## src/rtl/tdc_pulse_gen_pkg.sv

```systemverilog
// Shared types and constants for the TDC/trigger pulse generator.
// The state enum, default widths and the LFSR seed/tap constants live here.
package tdc_pulse_gen_pkg;

  typedef enum logic [1:0] {
    IDLE   = 2'd0,
    RUN    = 2'd1,
    FINISH = 2'd2
  } state_t;

  localparam int CNT_BITS_DEF   = 16;
  localparam int WIDTH_BITS_DEF = 12;

  // Fibonacci taps 16,14,13,11 expressed as a mask over bits [15:0]
  localparam logic [15:0] LFSR_SEED = 16'hACE1;
  localparam logic [15:0] LFSR_TAPS = 16'hB400;

endpackage

```

## src/rtl/tdc_pulse_gen_lfsr.sv

```systemverilog
// 16-bit Fibonacci LFSR used to jitter the TDC pulse width once per period.
// Only compiled when TDC_PULSE_GEN_RANDOM_EN is defined.
`ifdef TDC_PULSE_GEN_RANDOM_EN
module tdc_pulse_gen_lfsr
  import tdc_pulse_gen_pkg::*;
(
  input  logic       CLK,
  input  logic       RST_N,
  input  logic       EN,
  output logic [7:0] RND
);

  logic [15:0] q;

  always_ff @(posedge CLK or negedge RST_N)
    if (!RST_N)  q <= LFSR_SEED;
    else if (EN) q <= {q[14:0], ^(q & LFSR_TAPS)};

  assign RND = q[7:0];

endmodule
`endif

```

## src/rtl/tdc_pulse_gen.sv

```systemverilog
// Programmable trigger + TDC pulse source for receiver self-test/calibration.
// Define TDC_PULSE_GEN_RANDOM_EN to add per-period LFSR width jitter (WIDTH_MASK port).
module tdc_pulse_gen
  import tdc_pulse_gen_pkg::*;
#(
  parameter int CNT_BITS   = CNT_BITS_DEF,
  parameter int WIDTH_BITS = WIDTH_BITS_DEF,
  parameter int TRIG_LEN   = 4
) (
  input  logic                  CLK,
  input  logic                  RST_N,
  input  logic                  START,
  input  logic                  STOP,
  input  logic [WIDTH_BITS-1:0] WIDTH,
  input  logic [7:0]            DELAY,
  input  logic [CNT_BITS-1:0]   PERIOD,
  input  logic [CNT_BITS-1:0]   REPEAT,
  input  logic                  EN_TRIG,
  input  logic                  INVERT_TDC,
  input  logic                  INVERT_TRIG,
`ifdef TDC_PULSE_GEN_RANDOM_EN
  input  logic [7:0]            WIDTH_MASK,
`endif
  output logic                  TDC_OUT,
  output logic                  TRIG_OUT,
  output logic                  BUSY,
  output logic                  DONE,
  output logic [CNT_BITS-1:0]   EVENT_CNT
);

  // Wide enough for DELAY+WIDTH(+jitter)+1 and PERIOD without wrapping
  localparam int WB1 = WIDTH_BITS + 1;
  localparam int M1  = (CNT_BITS > WB1) ? CNT_BITS : WB1;
  localparam int M2  = (M1 > 9) ? M1 : 9;
  localparam int SW  = M2 + 2;

  state_t                state, state_nxt;
  logic [CNT_BITS-1:0]   t;
  logic [CNT_BITS-1:0]   period_sh, repeat_sh;
  logic [WIDTH_BITS-1:0] width_sh;
  logic [7:0]            delay_sh;
  logic                  en_trig_sh;
  logic                  stop_pend;
  logic                  tdc_q, trig_q;

  logic [SW-1:0]         width_eff, tdc_end, p_wide;
  logic [CNT_BITS-1:0]   p_eff, evt_nxt;
  logic                  running, wrap, last, tdc_raw, trig_raw;

`ifdef TDC_PULSE_GEN_RANDOM_EN
  logic [7:0] mask_sh;
  logic [7:0] rnd;

  tdc_pulse_gen_lfsr u_lfsr (
    .CLK   (CLK),
    .RST_N (RST_N),
    .EN    (wrap),
    .RND   (rnd)
  );

  always_ff @(posedge CLK or negedge RST_N)
    if (!RST_N)                    mask_sh <= '0;
    else if (state == IDLE && START) mask_sh <= WIDTH_MASK;

  assign width_eff = SW'(width_sh) + SW'(rnd & mask_sh);
`else
  assign width_eff = SW'(width_sh);
`endif

  assign running = (state == RUN);
  assign tdc_end = SW'(delay_sh) + width_eff;

  // Stretch the period so both outputs get at least one idle cycle
  always_comb begin
    p_wide = SW'(period_sh);
    if (tdc_end + SW'(1) > p_wide) p_wide = tdc_end + SW'(1);
    if (SW'(TRIG_LEN + 1) > p_wide) p_wide = SW'(TRIG_LEN + 1);
    p_eff = (|p_wide[SW-1:CNT_BITS]) ? '1 : p_wide[CNT_BITS-1:0];
  end

  assign wrap     = running && (t == p_eff - 1'b1);
  assign evt_nxt  = (&EVENT_CNT) ? EVENT_CNT : EVENT_CNT + 1'b1;
  assign last     = wrap && (stop_pend || STOP ||
                             (repeat_sh != '0 && evt_nxt == repeat_sh));
  assign tdc_raw  = running && (SW'(t) >= SW'(delay_sh)) && (SW'(t) < tdc_end);
  assign trig_raw = running && en_trig_sh && (SW'(t) < SW'(TRIG_LEN));

  always_ff @(posedge CLK or negedge RST_N)
    if (!RST_N) state <= IDLE;
    else        state <= state_nxt;

  always_comb begin
    state_nxt = state;
    unique case (state)
      IDLE:    if (START) state_nxt = RUN;
      RUN:     if (last)  state_nxt = FINISH;
      FINISH:  state_nxt = IDLE;
      default: state_nxt = IDLE;
    endcase
  end

  always_ff @(posedge CLK or negedge RST_N)
    if (!RST_N) begin
      t          <= '0;
      period_sh  <= '0;
      repeat_sh  <= '0;
      width_sh   <= '0;
      delay_sh   <= '0;
      en_trig_sh <= 1'b0;
      stop_pend  <= 1'b0;
      EVENT_CNT  <= '0;
      tdc_q      <= 1'b0;
      trig_q     <= 1'b0;
      BUSY       <= 1'b0;
      DONE       <= 1'b0;
    end else begin
      tdc_q  <= tdc_raw;
      trig_q <= trig_raw;
      BUSY   <= running;
      DONE   <= (state == FINISH);
      if (state == IDLE && START) begin
        period_sh  <= PERIOD;
        repeat_sh  <= REPEAT;
        width_sh   <= WIDTH;
        delay_sh   <= DELAY;
        en_trig_sh <= EN_TRIG;
        stop_pend  <= STOP;
        t          <= '0;
        EVENT_CNT  <= '0;
      end else if (running) begin
        if (STOP) stop_pend <= 1'b1;
        if (wrap) begin
          t         <= '0;
          EVENT_CNT <= evt_nxt;
        end else begin
          t <= t + 1'b1;
        end
      end
    end

  // Polarity follows the live invert inputs so idle level tracks them in reset too
  assign TDC_OUT  = tdc_q ^ INVERT_TDC;
  assign TRIG_OUT = trig_q ^ INVERT_TRIG;

endmodule

```

## config.mk

```make
export PLATFORM = sky130hd
export DESIGN_NAME = tdc_pulse_gen
export DESIGN_NICKNAME = d
export VERILOG_FILES = /design/src/rtl/tdc_pulse_gen_pkg.sv /design/src/rtl/tdc_pulse_gen_lfsr.sv /design/src/rtl/tdc_pulse_gen.sv
export SDC_FILE = /design/constraint.sdc
export NUM_CORES = 1
export LEC_CHECK = 0
export CELL_PAD_IN_SITES_DETAIL_PLACEMENT = 0
export CELL_PAD_IN_SITES_GLOBAL_PLACEMENT = 1
export CORE_MARGIN = 1
export CORE_UTILIZATION = 46
export DETAILED_ROUTE_END_ITERATION = 10
export PLACE_DENSITY_LB_ADDON = 0.1
export SLEW_MARGIN = 20
export SYNTH_ARGS = -nofsm -noshare
export SYNTH_HDL_FRONTEND = slang
export SYNTH_SLANG_ARGS = --single-unit
```

## constraint.sdc

```tcl
create_clock -name CLK -period 25.1 [get_ports CLK]
set_clock_uncertainty 0.1 [all_clocks]
set_input_delay 2.51 -clock CLK [delete_from_list [all_inputs] [get_ports CLK]]
set_output_delay 2.51 -clock CLK [all_outputs]
set_load 0.01 [all_outputs]
```

==> metrics, run 1 <==
critical path launch point type=flip-flop; Setup CP Type=reg -> reg; Max Clk Rate=102.9 MHz; Layout fillers=1,390; R2R Path Start=width_sh[0]; synth unique cells=84; fin nets=1,022; Syn Inst Count=857; setup_tns=0 ps; register area share after synthesis=0.3303; slowest CP cell=or4b_2; max-slew violations=0; I/O Buffers=78; Die Y=125.1 µm; required time of the worst setup path=25,220 ps; WHS Path Cells=2; CTS hold repair buffers=0; Std-Cell Rows=44; Ports=79; post-CTS setup repair buffer count=0; initial antenna violation count=0; drt first pass iters=7; HP Start=width_sh[2]; Critical Path Max Stage Delay=1050 ps; Inst Count DP=1,090; Crit path arrival time=9840 ps; die span in x=125.1 µm; worst vdd ir=0.00005826 V; ant diodes=0; H-tree depth=3; synthesized flop and latch total=92; CTS tree=done; TritonCTS buffer count=9; Tmin final=9718 ps; CTS Sinks=92; GRT overflow=0; largest net degree at the start of global routing=79; final wirelength=19.74 mm; Crit. End Element=flip-flop; core area=0.01464 mm²; die area=0.01565 mm²; drt initial violations=350; hold path endpoint=width_sh[2]; vias in the first global route=6,035; syn_area_per_cell=8.134 µm²; Worst-path clk slew=70 ps; R2R Path End=t[4]; Ys Warns=0; Resize count post-CTS=0; Area Growth Syn to Fin=17.72%; CTS Buffer Depth=2; Vias=6,387; Setup violations, final=0; WL per Instance=17.85 µm; worst-path maximum fanout=35; R2R Setup Slk=15,380 ps; asr flop ratio synth=1.000; outcome=complete, no violations; relative slew slack=0.2684; max_cap viols=0; first-pass GRT wire length=32.08 mm; R2R depth=29; Least-Margin Pin Slew=1097 ps; DRC errors left=0; Vias/cell=5.775; Final Cycle Share=0.3872; Pwr Density=141.5 mW/mm²; Clk Latency, worst-skew pair=360 ps; Initial Util=0.4760; P_leak=3.577 nW; DP Wirelength=15.21 mm; total track usage=0.2615; RSZ-0062 raised after global routing=false; Finished Layout Cells=1,106; number of hold violations in the final report=0; antenna-violating nets left=0; Post-synth EDFFs=0; Netlist Area Pre-Place=0.006970 mm²; RD Place Congestion=0.8783; clock root buffer=clkbuf_16; HP Class=reg -> reg; Synth Flop Type=dfrtp_1; Syn Nets=962; share of cells above drive strength 1=0.04772
==> final cells by class <==
| cell class | count | area, µm² | area share |
|---|---|---|---|
| clock buffers | 9 | 225.2 | 0.02745 |
| repair buffers | 82 | 808.3 | 0.09851 |
| clock inverters | 7 | 91.34 | 0.01113 |
| well taps | 184 | 230.2 | 0.02806 |
| inverters | 45 | 168.9 | 0.02059 |
| multi-input cells | 687 | 4379 | 0.5337 |
| flip-flops and latches | 92 | 2302 | 0.2806 |
==> through the flow <==
stage               cell area, µm²  power [mW]    util  worst slack (ps)  hold WS, ps
floorplan                     6970      0.8064       -             17230        331.5
global placement              7889      0.9983  0.5387             15720        363.0
detailed placement            7889       1.012  0.5387             15390        376.6
CTS                           8205       1.162  0.5603             15350        393.6
global route                  8205       1.271  0.5603             14670        415.3
finish                        8205       1.161  0.5603             15380        387.5
==> synth_stat cells, drive strengths merged (4+ instances only) <==
| cell | number | area share |
|---|---|---|
| nand2 | 174 | 0.094 |
| dfrtp | 92 | 0.33 |
| o21ai | 63 | 0.045 |
| nor2 | 51 | 0.027 |
| ha | 45 | 0.081 |
| inv | 45 | 0.024 |
| xnor2 | 37 | 0.046 |
| xor2 | 32 | 0.040 |
| a21oi | 28 | 0.020 |
| nand3 | 24 | 0.017 |
| clkbuf | 22 | 0.012 |
| nor3 | 21 | 0.017 |
| nand4 | 19 | 0.017 |
| and3 | 14 | 0.013 |
| a31oi | 12 | 0.013 |
| nand2b | 12 | 0.012 |
| nor2b | 12 | 0.011 |
| o211ai | 12 | 0.014 |
| buf | 11 | 0.0077 |
| nor4 | 10 | 0.0090 |
| and2 | 9 | 0.0081 |
| o31ai | 8 | 0.0093 |
| a211oi | 7 | 0.0097 |
| a21o | 7 | 0.0075 |
| o21a | 6 | 0.0065 |
| mux2i | 5 | 0.0072 |
| nor3b | 5 | 0.0054 |
| a211o | 4 | 0.0050 |
| nor4b | 4 | 0.0059 |
| o21bai | 4 | 0.0043 |
| o22ai | 4 | 0.0036 |
| or2 | 4 | 0.0036 |
| or3 | 4 | 0.0043 |
| or4 | 4 | 0.0048 |
==> routing by layer <==
layer	vias to the layer above	wire length, µm	GRT usage
li1	3149	-	-
met5	-	0	0
met4	0	371	0.09110
met2	180	8789	0.4042
met3	25	971	0.03380
met1	3033	9611	0.3754
==> placed cells by master, fill, tap and decap left out, types with 5 or more instances in the layout <==
| cell type | count |
|---|---|
| xor2_1 | 32 |
| and2_1 | 8 |
| o21a_1 | 6 |
| o211ai_1 | 11 |
| nor2_1 | 51 |
| dfrtp_1 | 92 |
| ha_1 | 45 |
| xnor2_1 | 37 |
| a21o_1 | 7 |
| nand2_1 | 174 |
| and3_1 | 14 |
| o21ai_0 | 56 |
| nand4_1 | 19 |
| clkdlybuf4s50_1 | 77 |
| buf_4 | 5 |
| clkbuf_16 | 9 |
| mux2i_1 | 5 |
| inv_1 | 45 |
| nor4_1 | 10 |
| nand2b_1 | 11 |
| nor3_1 | 20 |
| nor2b_1 | 12 |
| a31oi_1 | 11 |
| o31ai_1 | 7 |
| a21oi_1 | 27 |
| nand3_1 | 24 |
| o21ai_1 | 7 |
==> critical path: cells and delay by family, from the launching register on <==
family | cells | cell delay, ps
buf+inv | 2 | 350
xor+xnor | 1 | 210
simple gates | 14 | 4790
compound gates | 8 | 2740
fa+ha+maj | 4 | 990
flops | 1 | 390
==> flip-flops by register name, indices dropped and copies added, names as in the netlist <==
signal      count
en_trig_sh      1
period_sh      16
width_sh       12
trig_q          1
delay_sh        8
DONE            1
tdc_q           1
repeat_sh      16
stop_pend       1
BUSY            1
EVENT_CNT      16
t              16
state           2
==> cells by family after synthesis <==
family | Yosys count | synth area share
AOI/OAI and AO/OA | 187 | 0.1840
xor gates and xnor gates | 69 | 0.08670
adders and majority gates | 47 | 0.08508
buffers and inverters | 78 | 0.04380
DFF | 92 | 0.3303
muxes | 5 | 0.007180
other | 1 | 0.0005380
and+or+nand+nor | 378 | 0.2624
==> power by group <==
part / switching [mW] / internal [mW] / leakage, nW
Sequential: 0.0650 / 0.200 / 1.17
Clock: 0.0654 / 0.0797 / 0.151
Combinational: 0.452 / 0.298 / 2.25
Total: 0.583 / 0.578 / 3.58
==> how the worst max path moves through the flow <==
stage | from | end | slack [ps] | cells past startpoint
global placement | delay_sh[0] | t[13] | 15720 | 29
floorplan | delay_sh[0] | EVENT_CNT[11] | 17230 | 31
detailed placement | delay_sh[0] | t[8] | 15390 | 29
CTS | delay_sh[0] | t[4] | 15350 | 29
global route | delay_sh[0] | t[4] | 14670 | 29
finish | width_sh[0] | t[4] | 15380 | 29
(Power assumes the default switching activity.)
==> run 2: changes to the inputs <==
--- a/config.mk
+++ b/config.mk
@@ -8,7 +8,7 @@
 export CELL_PAD_IN_SITES_DETAIL_PLACEMENT = 0
 export CELL_PAD_IN_SITES_GLOBAL_PLACEMENT = 1
 export CORE_MARGIN = 1
-export CORE_UTILIZATION = 46
+export CORE_UTILIZATION = 39
 export DETAILED_ROUTE_END_ITERATION = 10
 export PLACE_DENSITY_LB_ADDON = 0.1
 export SLEW_MARGIN = 20
==> constraint.sdc (replaced) <==
create_clock -name CLK -period 8.04 [get_ports CLK]
set_clock_uncertainty 0.1 [all_clocks]
set_input_delay 0.804 -clock CLK [delete_from_list [all_inputs] [get_ports CLK]]
set_output_delay 0.804 -clock CLK [all_outputs]
set_load 0.01 [all_outputs]
==> metrics, run 2 (same netlist as run 1, synthesis figures left out) <==
outcome=complete, no violations; Pwr Density=449.4 mW/mm²; CTS tree=done; Initial Util=0.4016; wl on met1=9.822 mm; drt initial violations=387; Net Sw Frac=0.5063; Critical Path Source=width_sh[0]; family with the most delay on the worst path=simple AND/OR/NAND/NOR gates; worst-path maximum fanout=18; core area=0.01736 mm²; Vias=6,574; Tmin final=7760 ps; max_cap viols=0; Inst Count DP=1,153; DRC errors left=0; die span in x=135.7 µm; Ports=79; sequential share of power=0.213; Final Cycle Share=0.9652; setup_tns=0 ps; RD Place Congestion=0.9075; Worst-path clk slew=80 ps; Crit path arrival time=7960 ps; Crit. End Element=flip-flop; fin nets=1,059; commonest cells after routing, fill and taps aside=nand2_1 (174), dfrtp_1 (92), clkdlybuf4s50_1 (77); combinational power share=0.671; WL met3=783 µm; antenna-violating nets left=0; required time of the worst setup path=8240 ps; final worst slack=280.0 ps; vias in the first global route=6,611; GRT overflow=0; Max Clk Rate=128.9 MHz; Setup CP Type=reg -> reg; P_leak=3.802 nW; number of hold violations in the final report=0; relative slew slack=0.4724; Vias/cell=5.552; Int Pwr=1.933 mW; clock root buffer=clkbuf_16; total track usage=0.2448; Critical Path Max Stage Delay=570 ps; WL per Instance=18.16 µm; I/O Buffers=78; Die Y=135.7 µm; R2R Path Start=width_sh[0]; Least-Margin Pin Slew=791.4 ps; Clk Latency, worst-skew pair=370 ps; most common cell after layout, fill and taps aside=nand2_1; slowest CP cell=or4_4; Finished Layout Cells=1,184; critical path launch point type=flip-flop; Design Area, Final=0.008713 mm²; initial antenna violation count=0; WL met2=10.20 mm; H-tree depth=3; TritonCTS buffer count=9; ant diodes=0; final wirelength=21.50 mm; Most Frequent Cell on Critical Path=nand4_1; first-pass GRT wire length=34.64 mm; CTS hold repair buffers=0; Setup violations, final=0; Cell Area, Placed=0.008118 mm²; Top Layer Used=met4; die area=0.01841 mm²; CTS Buffer Depth=2; worst vdd ir=0.0001905 V; drt first pass iters=5; Psw=1.982 mW; Buf/Inv on CP=3; share of cells above drive strength 1=0.1011; largest net degree at the start of global routing=79; Area Growth Syn to Fin=25.00%; HP Class=in -> async; Std-Cell Rows=48; dpl ws=-156.2 ps; CTS Sinks=92; DP Wirelength=16.05 mm; clock network power share=0.116; max-slew violations=0
## run 2: worst register-to-register path, delay by kind of cell, from the launching register on
kind / cells / cell delay (ps)
AND/OR/NAND/NOR: 12 / 3220
buffers and inverters: 3 / 440
flip-flops: 1 / 390
adder cells (fa/ha/maj): 4 / 930
XOR/XNOR: 1 / 130
AO/OA/AOI/OAI: 10 / 2510
## run 2: what timing repair did
item                                    4_1_cts  5_1_grt
pin swaps                                     3       21
buffers inserted                              1       12
gates resized for setup                       7       20
endpoints found under the setup margin       26       32
gates cloned                                  1        1
## run 2: power by group through the flow
stage	clock [mW]	sequential [mW]	combinational [mW]
detailed placement	0	0.841	2.43
floorplan	0	0.749	1.77
finish	0.455	0.832	2.63
global placement	0	0.839	2.39
global route	0.485	0.857	2.92
CTS	0.466	0.832	2.50
## run 2: layout make-up
cell class                 count  area, µm²
clock inverter                 7      91.34
fill                        1700       8643
inverter                      45      168.9
clock buffer                   9      225.2
multi-input combinational    688       4528
sequential                    92       2302
timing repair buffer         118       1116
tap                          225      281.5
## run 2: metrics by stage
step	hold slack, ps	power (mW)	util
after CTS	295.5	3.794	0.4895
after detailed placement	375.7	3.270	0.4677
final	282.1	3.915	0.5020
after floorplan	331.5	2.517	-
after global routing	317.9	4.265	0.5020
after global placement	361.0	3.224	0.4677
## run 2: final timing paths
path | to | slack (ps) | depth (start not counted)
setup / recovery | EVENT_CNT[5] | 280 | 30
hold / removal | period_sh[3] | 280 | 1
setup reg to reg | EVENT_CNT[5] | 280 | 30
hold reg to reg | en_trig_sh | 390 | 2
max in group asynchronous | EVENT_CNT[10] | 6390 | 2
min in group CLK | en_trig_sh | 390 | 2
## run 2: per-layer routing
metal / global-route usage / vias up
met5: 0 / -
met4: 0.1036 / 0
met2: 0.4135 / 159
li1: - / 3224
met1: 0.3086 / 3159
met3: 0.03779 / 32
